## src/rtl/core_pkg.sv

```systemverilog
// core_pkg: shared decode-stage types and parameter checks
package core_pkg;

    typedef enum logic [2:0] {
        IMM_I,
        IMM_S,
        IMM_B,
        IMM_J,
        IMM_U,
        IMM_Z,
        IMM_SH,
        IMM_RSV
    } imm_sel_e;

    function automatic bit xlen_ok(int unsigned xlen);
        return xlen == 32 || xlen == 64;
    endfunction

endpackage

```

## src/rtl/imm_format_dec.sv

```systemverilog
// imm_format_dec: combinational RISC-V immediate extraction for all formats
module imm_format_dec
    import core_pkg::*;
#(
    parameter int XLEN = 32
) (
    input  logic [31:0]     inst,
    input  imm_sel_e        sel,
    output logic [XLEN-1:0] imm,
    output logic            illegal
);

    logic signed [11:0] i_imm;
    logic signed [11:0] s_imm;
    logic signed [12:0] b_imm;
    logic signed [20:0] j_imm;
    logic signed [31:0] u_imm;
    logic               unused_opcode;

    assign i_imm = inst[31:20];
    assign s_imm = {inst[31:25], inst[11:7]};
    assign b_imm = {inst[31], inst[7], inst[30:25], inst[11:8], 1'b0};
    assign j_imm = {inst[31], inst[19:12], inst[20], inst[30:21], 1'b0};
    assign u_imm = {inst[31:12], 12'b0};
    assign unused_opcode = ^inst[6:0];

    // select the format; signed fields sign-extend through the width cast
    always_comb begin
        imm     = '0;
        illegal = 1'b0;
        case (sel)
            IMM_I:   imm = XLEN'(i_imm);
            IMM_S:   imm = XLEN'(s_imm);
            IMM_B:   imm = XLEN'(b_imm);
            IMM_J:   imm = XLEN'(j_imm);
            IMM_U:   imm = XLEN'(u_imm);
            IMM_Z:   imm = XLEN'(inst[19:15]);
            IMM_SH:  imm = XLEN == 64 ? XLEN'(inst[25:20]) : XLEN'(inst[24:20]);
            default: illegal = 1'b1;
        endcase
    end

endmodule

```

## src/rtl/imm_decode_stage.sv

```systemverilog
// imm_decode_stage: registered immediate generator behind a two-entry skid buffer
module imm_decode_stage
    import core_pkg::*;
#(
    parameter int XLEN  = 32,
    parameter int TAG_W = 32
) (
    input  logic             clk,
    input  logic             rst_n,
    input  logic             in_valid,
    output logic             in_ready,
    input  logic [31:0]      in_inst,
    input  logic [2:0]       in_sel,
    input  logic [TAG_W-1:0] in_tag,
    input  logic             flush,
    output logic             out_valid,
    input  logic             out_ready,
    output logic [XLEN-1:0]  out_imm,
    output logic [TAG_W-1:0] out_tag,
    output logic             out_illegal
);

    logic [XLEN-1:0]  dec_imm;
    logic             dec_illegal;
    logic             skid_valid;
    logic [XLEN-1:0]  skid_imm;
    logic [TAG_W-1:0] skid_tag;
    logic             skid_illegal;
    logic             accept;
    logic             drain;

    if (!xlen_ok(XLEN)) begin : g_bad_xlen
        $error("imm_decode_stage: XLEN must be 32 or 64");
    end

    imm_format_dec #(.XLEN(XLEN)) u_dec (
        .inst    (in_inst),
        .sel     (imm_sel_e'(in_sel)),
        .imm     (dec_imm),
        .illegal (dec_illegal)
    );

    // ready depends only on the registered skid valid, never on out_ready
    assign in_ready = rst_n && !skid_valid;
    assign accept   = in_valid && in_ready;
    assign drain    = out_valid && out_ready;

    // OUT/SKID buffer: flush kills both valids, FULL only drains, else load OUT or spill to SKID
    always_ff @(posedge clk) begin
        if (!rst_n) begin
            out_valid    <= 1'b0;
            out_imm      <= '0;
            out_tag      <= '0;
            out_illegal  <= 1'b0;
            skid_valid   <= 1'b0;
            skid_imm     <= '0;
            skid_tag     <= '0;
            skid_illegal <= 1'b0;
        end else if (flush) begin
            out_valid  <= 1'b0;
            skid_valid <= 1'b0;
        end else if (skid_valid) begin
            if (drain) begin
                out_imm     <= skid_imm;
                out_tag     <= skid_tag;
                out_illegal <= skid_illegal;
                skid_valid  <= 1'b0;
            end
        end else if (accept && (!out_valid || drain)) begin
            out_valid   <= 1'b1;
            out_imm     <= dec_imm;
            out_tag     <= in_tag;
            out_illegal <= dec_illegal;
        end else if (accept) begin
            skid_valid   <= 1'b1;
            skid_imm     <= dec_imm;
            skid_tag     <= in_tag;
            skid_illegal <= dec_illegal;
        end else if (drain) begin
            out_valid <= 1'b0;
        end
    end

endmodule

```

## config.mk

```make
export PLATFORM = sky130hd
export DESIGN_NAME = imm_decode_stage
export DESIGN_NICKNAME = d
export VERILOG_FILES = /design/src/rtl/core_pkg.sv /design/src/rtl/imm_format_dec.sv /design/src/rtl/imm_decode_stage.sv
export SDC_FILE = /design/constraint.sdc
export NUM_CORES = 1
export LEC_CHECK = 0
export BUFFER_PORTS_ARGS = -buffer_cell sky130_fd_sc_hd__buf_2
export CAP_MARGIN = 0
export CORE_UTILIZATION = 35
export CTS_CLUSTER_DIAMETER = 100
export DETAILED_ROUTE_END_ITERATION = 12
export PLACE_DENSITY = 0.55
export SYNTH_ARGS = -nofsm -noshare
export SYNTH_HDL_FRONTEND = slang
export SYNTH_SLANG_ARGS = --single-unit
export TNS_END_PERCENT = 1
```

## constraint.sdc

```tcl
create_clock -name clk -period 2.9 [get_ports clk]
set_input_delay 0.145 -clock clk [delete_from_list [all_inputs] [get_ports clk]]
set_output_delay 0.145 -clock clk [all_outputs]
set_load 0.02 [all_outputs]
```

# After elaboration in Yosys (flattened, before gate mapping)
# Index checks and enable logic that the tools add are counted.
word_totals:
  regBits: 132
  latchBits: 0
  mem_bits_rw: 0
  mem_bits_ro: 0
  input_bits: 72
  output_inout_bits: 67
  wordCells: 53
  memories: 0
classes:
  n_addsub: 0
  mul: 0
  div: 0
  order_cmp: 0
  n_eq_ne: 8
  shifts: 0
  n_mux: 18
  bitwise_logic: 4
  n_reduce_logical: 15
op_table:
  columns: ["cell", "n"]
  rows:
  - ["case mux 32 bit (7 select lines)", 1]
  - ["two-way mux 32 bit", 6]
  - ["two-way mux 1 bit", 11]
  - ["equality test 3 bit, second input constant", 3]
  - ["OR reduction 7 bit", 1]
  - ["equality test 3 x 2 -> 1 bit, second input constant", 2]
  - ["AND reduction 3 bit", 2]
  - ["logical AND 1 bit", 4]
  - ["!= test 2 x 1 -> 1 bit, second input constant", 2]
  - ["NOT 1 bit", 4]
  - ["AND reduction 4 bit", 1]
  - ["nonzero test 2 bit", 2]
  - ["equality test 3 x 1 -> 1 bit, second input constant", 1]
  - ["zero test 3 bit", 1]
  - ["zero test 1 bit", 2]
  - ["OR reduction 2 bit", 1]
  - ["logical OR 1 bit", 1]

# Depth between registers and ports, before layout
# Gate-level depths: netlist (run 1).
depth:
  word_depth: 6
  depth_mapped: 7
  depth_no_buf: 4

# By module
# Synthesis (run 1) repeated with hierarchy kept, for this count alone.
hier_totals:
  cells_unflattened: 836
  hier_area_um2: 6874.1
by_module_without_submodules:
  columns: ["module", "instances", "cells_per_inst", "area_per_inst_um2", "seq_area_each_um2"]
  rows:
  - ["imm_decode_stage", 1, 754, 6284.8, 2642.5]
  - ["imm_format_dec", 1, 82, 589.3, 0.0]

# Worst setup path before layout (run 1)
# No wires, ideal clock.
synth_path:
  path_kind: "register -> register"
  start: "register out_valid"
  end: "register skid_imm[3]"
  setup_ns: 0.115
  arrival_time_ns: 1.693
  required_time_ns: 2.785
  slack_ns: 1.092
  path_stages_with_launch: 6
  path_buffers: 2
  synth_period_minus_slack_ns: 1.808
  path_cell_list: "dfxtp_1 -> nand2_1 -> or4_1 -> clkbuf_1 -> clkbuf_1 -> o21ba_2"
synth_between:
  elab_chain_len: 5
  elab_cells_between_ends: 6
  cone_classes: "bitwise: 1; reduce/logical: 5"
synth_lines:
  columns: ["element", "line", "text"]
  rows:
  - ["start: declaration", "imm_decode_stage.sv:16", "output logic out_valid,"]
  - ["start signal: assignment", "imm_decode_stage.sv:51", "out_valid <= 1'b0;"]
  - ["start signal: assignment", "imm_decode_stage.sv:60", "out_valid <= 1'b0;"]
  - ["start signal: assignment", "imm_decode_stage.sv:70", "out_valid <= 1'b1;"]
  - ["zero test 1 bit or logical AND 1 bit (tied branches)", "imm_decode_stage.sv:69, imm_decode_stage.sv:46", null]
  - ["logical OR 1 bit *", "imm_decode_stage.sv:69", "end else if (accept && (!out_valid || drain)) begin"]
  - ["logical AND 1 bit *", "imm_decode_stage.sv:69", null]
  - ["NOT 1 bit (no line) *", null, null]
  - ["AND reduction 4 bit (no line) *", null, null]
  - ["end signal: assignment", "imm_decode_stage.sv:76", "skid_imm <= dec_imm;"]
  - ["end: declaration", "imm_decode_stage.sv:26", "logic [XLEN-1:0] skid_imm;"]
# Mark *: on every way between the ends. The rest lies on a longest branch, timed or not.
# A chain may end at the register's enable or synchronous reset.

# Worst setup path in the final report (run 1)
layout_path:
  start: "register skid_valid"
  end: "register out_imm[29]"
layout_between:
  elab_chain_len: 6
  elab_cells_between_ends: 8
  cone_classes: "eq/ne: 1; mux: 1; reduce/logical: 6"
layout_lines:
  columns: ["element", "line", "text"]
  rows:
  - ["start: declaration", "imm_decode_stage.sv:25", "logic skid_valid;"]
  - ["start signal: assignment", "imm_decode_stage.sv:55", "skid_valid <= 1'b0;"]
  - ["start signal: assignment", "imm_decode_stage.sv:61", "skid_valid <= 1'b0;"]
  - ["start signal: assignment", "imm_decode_stage.sv:67", "skid_valid <= 1'b0;"]
  - ["zero test 1 bit", "imm_decode_stage.sv:44", "assign in_ready = rst_n && !skid_valid;"]
  - ["logical AND 1 bit", "imm_decode_stage.sv:44", null]
  - ["logical AND 1 bit", "imm_decode_stage.sv:45", "assign accept = in_valid && in_ready;"]
  - ["logical AND 1 bit", "imm_decode_stage.sv:69", null]
  - ["nonzero test 2 bit (no line)", null, null]
  - ["AND reduction 3 bit (no line)", null, null]
  - ["end signal: assignment", "imm_decode_stage.sv:64", "out_imm <= skid_imm;"]
  - ["end signal: assignment", "imm_decode_stage.sv:71", "out_imm <= dec_imm;"]
  - ["end: declaration", "imm_decode_stage.sv:18", "output logic [XLEN-1:0] out_imm,"]
# Parallel ways exist; a longest one is shown, timed or not.

==> results of run 1 <==
kinds of logic after synthesis:
kind of cell	count (synthesis)	synth area share
AO/OA/AOI/OAI	210	0.2614
XOR/XNOR	1	0.001456
buffers and inverters	71	0.04928
flip-flops	132	0.4392
multiplexers	43	0.07236
AND/OR/NAND/NOR	217	0.1763
area by class of cell:
cell class / count / area, um2 / share of cell area
flip-flops and latches: 132 / 2646 / 0.3447
repair buffers: 175 / 1094 / 0.1425
clock buffers: 25 / 485.5 / 0.06324
clock inverters: 5 / 75.07 / 0.009780
inverters: 2 / 7.507 / 0.0009780
well taps: 220 / 275.3 / 0.03586
multi-input cells: 471 / 3093 / 0.4029
layout by cell type (no fill, tap or decap), drive strengths merged, types with 6 or more instances in the layout:
master and count:
a211o 11, dfxtp 132, a21boi 41, dlygate4sd3 32, o211a 47, o21ai 32, nor4bb 7, o2111ai 11
a21oi 34, nand3b 6, buf 143, nor4 8, mux2i 39, o22ai 9, clkbuf 25, and4b 8
nand2 151, and2 8, o211ai 10, nor3b 9
per-stage QoR:
stage	total power (W)	util	instance area, um2
after floorplan	0.002212	-	6017
after global placement	0.002363	0.4069	6795
after detailed placement	0.002374	0.4069	6795
after CTS	0.004500	0.4596	7676
after global routing	0.004638	0.4596	7676
final	0.004451	0.4596	7676
Yosys cell counts, types with 2 or more instances:
master / instances / area (um2)
nor2b_1: 5 / 31.28
o221ai_1: 3 / 26.28
mux2i_1: 39 / 390.4
nor4_1: 7 / 43.79
a31oi_1: 2 / 12.51
nor3b_1: 9 / 67.56
mux2_2: 4 / 45.04
o22ai_1: 9 / 56.30
o211a_1: 47 / 470.5
nor4bb_1: 7 / 70.07
and4b_1: 8 / 80.08
a21boi_0: 40 / 300.3
dfxtp_1: 132 / 2643
a211oi_1: 2 / 15.01
o211ai_1: 10 / 75.07
nand4_1: 3 / 18.77
nand2_1: 151 / 566.8
a211o_1: 11 / 96.34
a22oi_1: 4 / 30.03
inv_1: 2 / 7.510
buf_2: 24 / 120.1
and2_1: 8 / 50.05
nand3b_1: 6 / 45.04
clkbuf_1: 45 / 168.9
nand3_1: 3 / 15.01
o2111ai_1: 11 / 96.34
nor2_1: 2 / 7.510
o21ai_0: 32 / 160.2
a21oi_1: 34 / 170.2
sequential cells by signal, indices dropped and copies added (netlist names):
| signal | count |
|---|---|
| out_illegal | 1 |
| out_imm | 32 |
| out_tag | 32 |
| out_valid | 1 |
| skid_illegal | 1 |
| skid_imm | 32 |
| skid_tag | 32 |
| skid_valid | 1 |
how the worst min path moves through the flow:
stage          depth (start not counted)                   endpoint  startpoint  slack (ns)
5_1_grt                                3     out_valid$_SDFFE_PP0P_    in_valid        0.02
3_5_place_dp                           3  skid_tag[30]$_SDFFE_PN0P_  in_tag[30]        0.41
3_3_place_gp                           3  skid_tag[17]$_SDFFE_PN0P_  in_tag[17]        0.41
6_report                               2      skid_valid$_SDFF_PP0_   out_ready        0.02
4_1_cts                                2      skid_valid$_SDFF_PP0_   out_ready       0.003
2_1_floorplan                          1      skid_valid$_SDFF_PP0_   out_ready        0.26
power groups by stage:
stage	combinational (W)	clock, W	sequential [W]
5_1_grt	0.000522	0.00222	0.00189
2_1_floorplan	0.000232	0	0.00198
3_3_place_gp	0.000436	0	0.00193
4_1_cts	0.000482	0.00213	0.00189
3_5_place_dp	0.000446	0	0.00193
6_report	0.000479	0.00208	0.00189
worst max-delay path, cell delays in order (launching register included):
cell and delay (ns):
dfxtp_4 0.37, buf_4 0.44, inv_1 0.60, o2111ai_1 0.48, o21ai_0 0.13
metal layers:
layer	track usage	vias up	wire (um)
met1	0.2285	2596	7287
met3	0.05708	19	1022
met2	0.2946	146	7286
met4	0.06566	0	194
met5	0	-	0
li1	-	2682	-
==> run_results.csv, run 1 <==
group,metric,value,unit
timing,finClkSkew,0.007362,ns
critical_path,critPathLaunchType,"flop",
critical_path,r2r_cells,4,
power_and_ir_drop,p_seq_frac,0.424,
clocking,clk_latency,0.41,ns
floorplanning,num_rows,47,
floorplanning,die_w,133.1,um
outcome,status,"complete, no violations",
power_and_ir_drop,p_comb_frac,0.108,
clocking,cts_tree,"built",
timing,hold_slack,0.02256,ns
clocking,cts-buffers-inserted,17,
place,dp_slack,0.7048,ns
floorplanning,start_util,0.3603,
critical_path,end_kind,"flop",
final_layout,area_growth,27.57,%
final_layout,n_antenna_cell,0,
detailed_routing,routed_via_density,5.284,
detailed_routing,drtPass1Iterations,4,
synth,synth_seq_cells,132,
place,hpwl,9803,um
detailed_routing,wirelength,15790,um
timing,min_period,2.172,ns
clocking,ctsHtreeMaxLevel,4,
timing,fin_ws,0.7282,ns
critical_path,cp.arrival,2.45,ns
clocking,root_buffer,"clkbuf_16",
synth,ys_warn_count,0,
detailed_routing,dr.first_iter.drc_count,301,
final_layout,fin_cells,1030,
power_and_ir_drop,p_leak,3.512,nW
critical_path,critPathMaxFanout,41,
synth,synth_ff_type,"dfxtp_1",
synth,synthesis.area,0.006017,mm2
global_route,grt_pass1_wl,25810,um
hold_path,min_path_type,"input port to flop",
global_route,antenna_found_initial,0,
synth,ys_seq_area_frac,0.4392,
place,place_inst,968,
timing,timing.fmax,0.4604,GHz
synth,synth_edf_count,0,
detailed_routing,drt_drc_violations_left,0,
timing,setup-violations-final,0,
floorplanning,die_h,133.1,um
clocking,clockBufferDepth,2,
timing,rsz0062_at_grt,"false",
power_and_ir_drop,p_clk_frac,0.468,
clocking,hold_buffers,32,
timing,maxSlewViolCount,0,
job,max_cap_violations,0,
clocking,cts_setup_buffers,0,
detailed_routing,vias,5443,
timing,tightest_slew,1.040,ns
critical_path,rrSetupSlack,0.73,ns
power_and_ir_drop,powerDensity,579.8,mW/mm2
clocking,cts.sinks,132,
place,place_congestion,0.7883,
power_and_ir_drop,vdd_drop_max,0.0003878,V
detailed_routing,ant_nets,0,
synth,ys_async_sr_fraction,0,
detailed_routing,routedWlPerCell,15.33,um
critical_path,crit_end,"out_imm[29]$_SDFFE_PN0P_",
critical_path,r2r-end,"out_imm[29]$_SDFFE_PN0P_",
timing,setup_tns,0,ns
clocking,path_clk_slew,0.06,ns
floorplanning,fp.coreArea,0.01670,mm2
clocking,ctsResizeCount,0,
global_route,grt_pass1_vias,5178,
critical_path,worstPathRequired,3.18,ns
synth,synth_nets,746,
final_layout,fillers,1648,
critical_path,crit_path_start,"skid_valid$_SDFF_PP0_",
power_and_ir_drop,switching_share,0.2383,
place,port_buffers,131,
critical_path,reg2reg_from,"skid_valid$_SDFF_PP0_",
global_route,grt_usage,0.1824,
floorplanning,die_area,0.01772,mm2
synth,synth_cells,674,
final_layout,drive_above_1_share,0.2198,
global_route,grt_max_degree,101,
critical_path,criticalPathCategory,"flop to flop",
floorplanning,io_pins,139,
synth,synth_cell_types,43,
final_layout,fin_nets,871,
timing,fin_crit_sh,0.7489,
timing,maxSlewHeadroom,0.3060,
global_route,grt-ovfl-total,0,
timing,hold_viol,0,
synth,avgSynthCellArea,8.927,um2
power_and_ir_drop,netSwitchingPower,0.001061,W
power_and_ir_drop,p_int,0.003390,W
Note: power is estimated with default switching activity, not from simulation.
==> inputs of run 2 (changes only) <==
Clock period 2.9 ns to 2.1 ns, I/O delays scaled along.
==> run 2 against run 1 <==
Effect of this change: via count is 0.18% lower; non-clock buffer count increased by 10; utilization up 0.85 points; clock skew rose by 0.0010 ns; combinational power up 41%; setup slack worse by 0.52 ns; critical path type unchanged; critical endpoint is now skid_tag[21]$_SDFFE_PN0P_.
==> run_results.csv, run 2 (same netlist as run 1, synthesis figures left out) <==
group,metric,value,unit
outcome,status,"complete, no violations",
timing,fin_crit_sh,0.8985,
critical_path,criticalPathCategory,"flop to flop",
final_layout,finish.utilization,0.4681,
floorplanning,die_w,133.1,um
power_and_ir_drop,vdd_drop_max,0.0005672,V
global_route,grt_pass1_vias,5226,
floorplanning,die_area,0.01772,mm2
detailed_routing,ant_nets,0,
critical_path,end_kind,"flop",
hold_path,worstHoldEndpoint,"skid_imm[6]$_SDFFE_PN0P_",
floorplanning,io_pins,139,
critical_path,crit_path_frequent_cell,"nand2_1",
timing,tightest_slew,0.8338,ns
final_layout,final_cell_mix,"151 x nand2_1, 131 x dfxtp_1, 130 x buf_2",
critical_path,r2r_cells,5,
detailed_routing,dr.first_iter.drc_count,218,
global_route,grt_usage,0.1818,
timing,setup_tns,0,ns
job,max_cap_violations,0,
clocking,ctsHtreeMaxLevel,4,
clocking,cts_tree,"built",
timing,setup-violations-final,0,
clocking,clk_latency,0.41,ns
critical_path,critPathMaxFanout,32,
place,place_congestion,0.7972,
clocking,root_buffer,"clkbuf_16",
clocking,cts-buffers-inserted,17,
critical_path,reg2reg_from,"out_valid$_SDFFE_PP0P_",
final_layout,final_common_cell,"nand2_1",
final_layout,drive_above_1_share,0.2256,
detailed_routing,routed_via_density,5.224,
hold_path,min_path_type,"input port to flop",
critical_path,worstPathRequired,2.39,ns
power_and_ir_drop,p_leak,3.578,nW
timing,maxSlewHeadroom,0.4441,
global_route,grt_max_degree,91,
detailed_routing,drtPass1Iterations,4,
clocking,cts.sinks,132,
global_route,grt_pass1_wl,25960,um
detailed_routing,routedWlPerCell,14.93,um
hold_path,hold_start,"in_inst[26]",
timing,timing.fmax,0.5300,GHz
timing,min_period,1.887,ns
final_layout,fin_nets,881,
critical_path,critPathLaunchType,"flop",
timing,hold_viol,0,
timing,rsz0062_at_grt,"false",
floorplanning,die_h,133.1,um
critical_path,slowest_delay,0.74,ns
power_and_ir_drop,finalPower,0.006202,W
critical_path,path_cells,"nand2_1 > or4_2 > buf_12 > nand2_1 > a21boi_0",
critical_path,r2r-end,"skid_tag[21]$_SDFFE_PN0P_",
timing,finClkSkew,0.008394,ns
floorplanning,num_rows,47,
critical_path,crit_slowest_cell,"or4_2",
final_layout,n_antenna_cell,0,
timing,maxSlewViolCount,0,
detailed_routing,vias,5433,
clocking,path_clk_slew,0.05,ns
hold_path,whs_path_depth,3,
final_layout,area_growth,29.92,%
floorplanning,fp.coreArea,0.01670,mm2
place,port_buffers,131,
global_route,antenna_found_initial,0,
global_route,grt-ovfl-total,0,
detailed_routing,drt_drc_violations_left,0,
power_and_ir_drop,powerDensity,793.3,mW/mm2
critical_path,cp.arrival,2.18,ns
clocking,clockBufferDepth,2,
critical_path,rrSetupSlack,0.21,ns
place,hpwl,9899,um
floorplanning,start_util,0.3603,
detailed_routing,wirelength,15530,um
-- run 2: changes by cell type in the layout (fill, tap and decap cells not counted), sizes merged --
cell,delta
dlygate4sd3,+4
clkinv,-1
clkbuf,+1
buf,+6
-- run 2: metrics by stage --
stage / cell area [um2] / hold WS, ns / cells / setup slack (ns)
finish: 7818 / 0.02422 / 1040 / 0.2131
global route: 7818 / 0.01726 / 1040 / 0.1167
CTS: 7818 / 0.007029 / 1040 / 0.2126
detailed placement: 6878 / 0.3790 / 974 / 0.2272
global placement: 6878 / 0.3692 / 974 / 0.2673
floorplan: 6017 / 0.2216 / 674 / 0.2920
-- run 2: worst max path at each step --
stage                           startpoint                        end  slack [ns]  depth (start not counted)
floorplan           out_valid$_SDFFE_PP0P_   skid_imm[3]$_SDFFE_PN0P_        0.29                          5
global placement    out_valid$_SDFFE_PP0P_  skid_tag[26]$_SDFFE_PN0P_        0.27                          5
detailed placement  out_valid$_SDFFE_PP0P_  skid_tag[25]$_SDFFE_PN0P_        0.23                          5
CTS                 out_valid$_SDFFE_PP0P_  skid_tag[14]$_SDFFE_PN0P_        0.21                          5
global route                     out_ready    out_imm[2]$_SDFFE_PN0P_        0.12                          8
finish              out_valid$_SDFFE_PP0P_  skid_tag[21]$_SDFFE_PN0P_        0.21                          5
-- run 2: layout make-up --
type | instances | area [um2]
fillers | 1597 | 8884
multi-input cells | 471 | 3093
well taps | 220 | 275.3
clock buffers | 26 | 509.2
flip-flops and latches | 132 | 2646
repair buffers | 185 | 1216
inverters | 2 | 7.507
clock inverters | 4 | 70.07
-- run 2: timing repair --
action | CTS | global route
hold buffers | 36 | 0
resized for setup | 0 | 0
buffers inserted | 0 | 0
endpoints found under the hold margin | 36 | 0
-- run 2: power by group --
part / leakage (nW) / internal (W) / switching (W)
sequential: 1.07 / 0.00257 / 0.0000370
combinational: 2.22 / 0.000299 / 0.000377
clock: 0.286 / 0.00189 / 0.00103
-- run 2: routing by layer --
| layer | wire (um) | global-route usage | vias up |
|---|---|---|---|
| li1 | - | - | 2700 |
| met1 | 7005 | 0.2238 | 2552 |
| met2 | 7178 | 0.2912 | 158 |
| met3 | 1047 | 0.05860 | 23 |
| met4 | 295 | 0.07891 | 0 |
| met5 | 0 | 0 | - |
-- run 2: critical path, delay by kind of cell (launching register included) --
family | cells | cell delay [ns]
simple gates | 3 | 0.99
flops | 1 | 0.45
buf+inv | 1 | 0.22
compound gates | 1 | 0.08
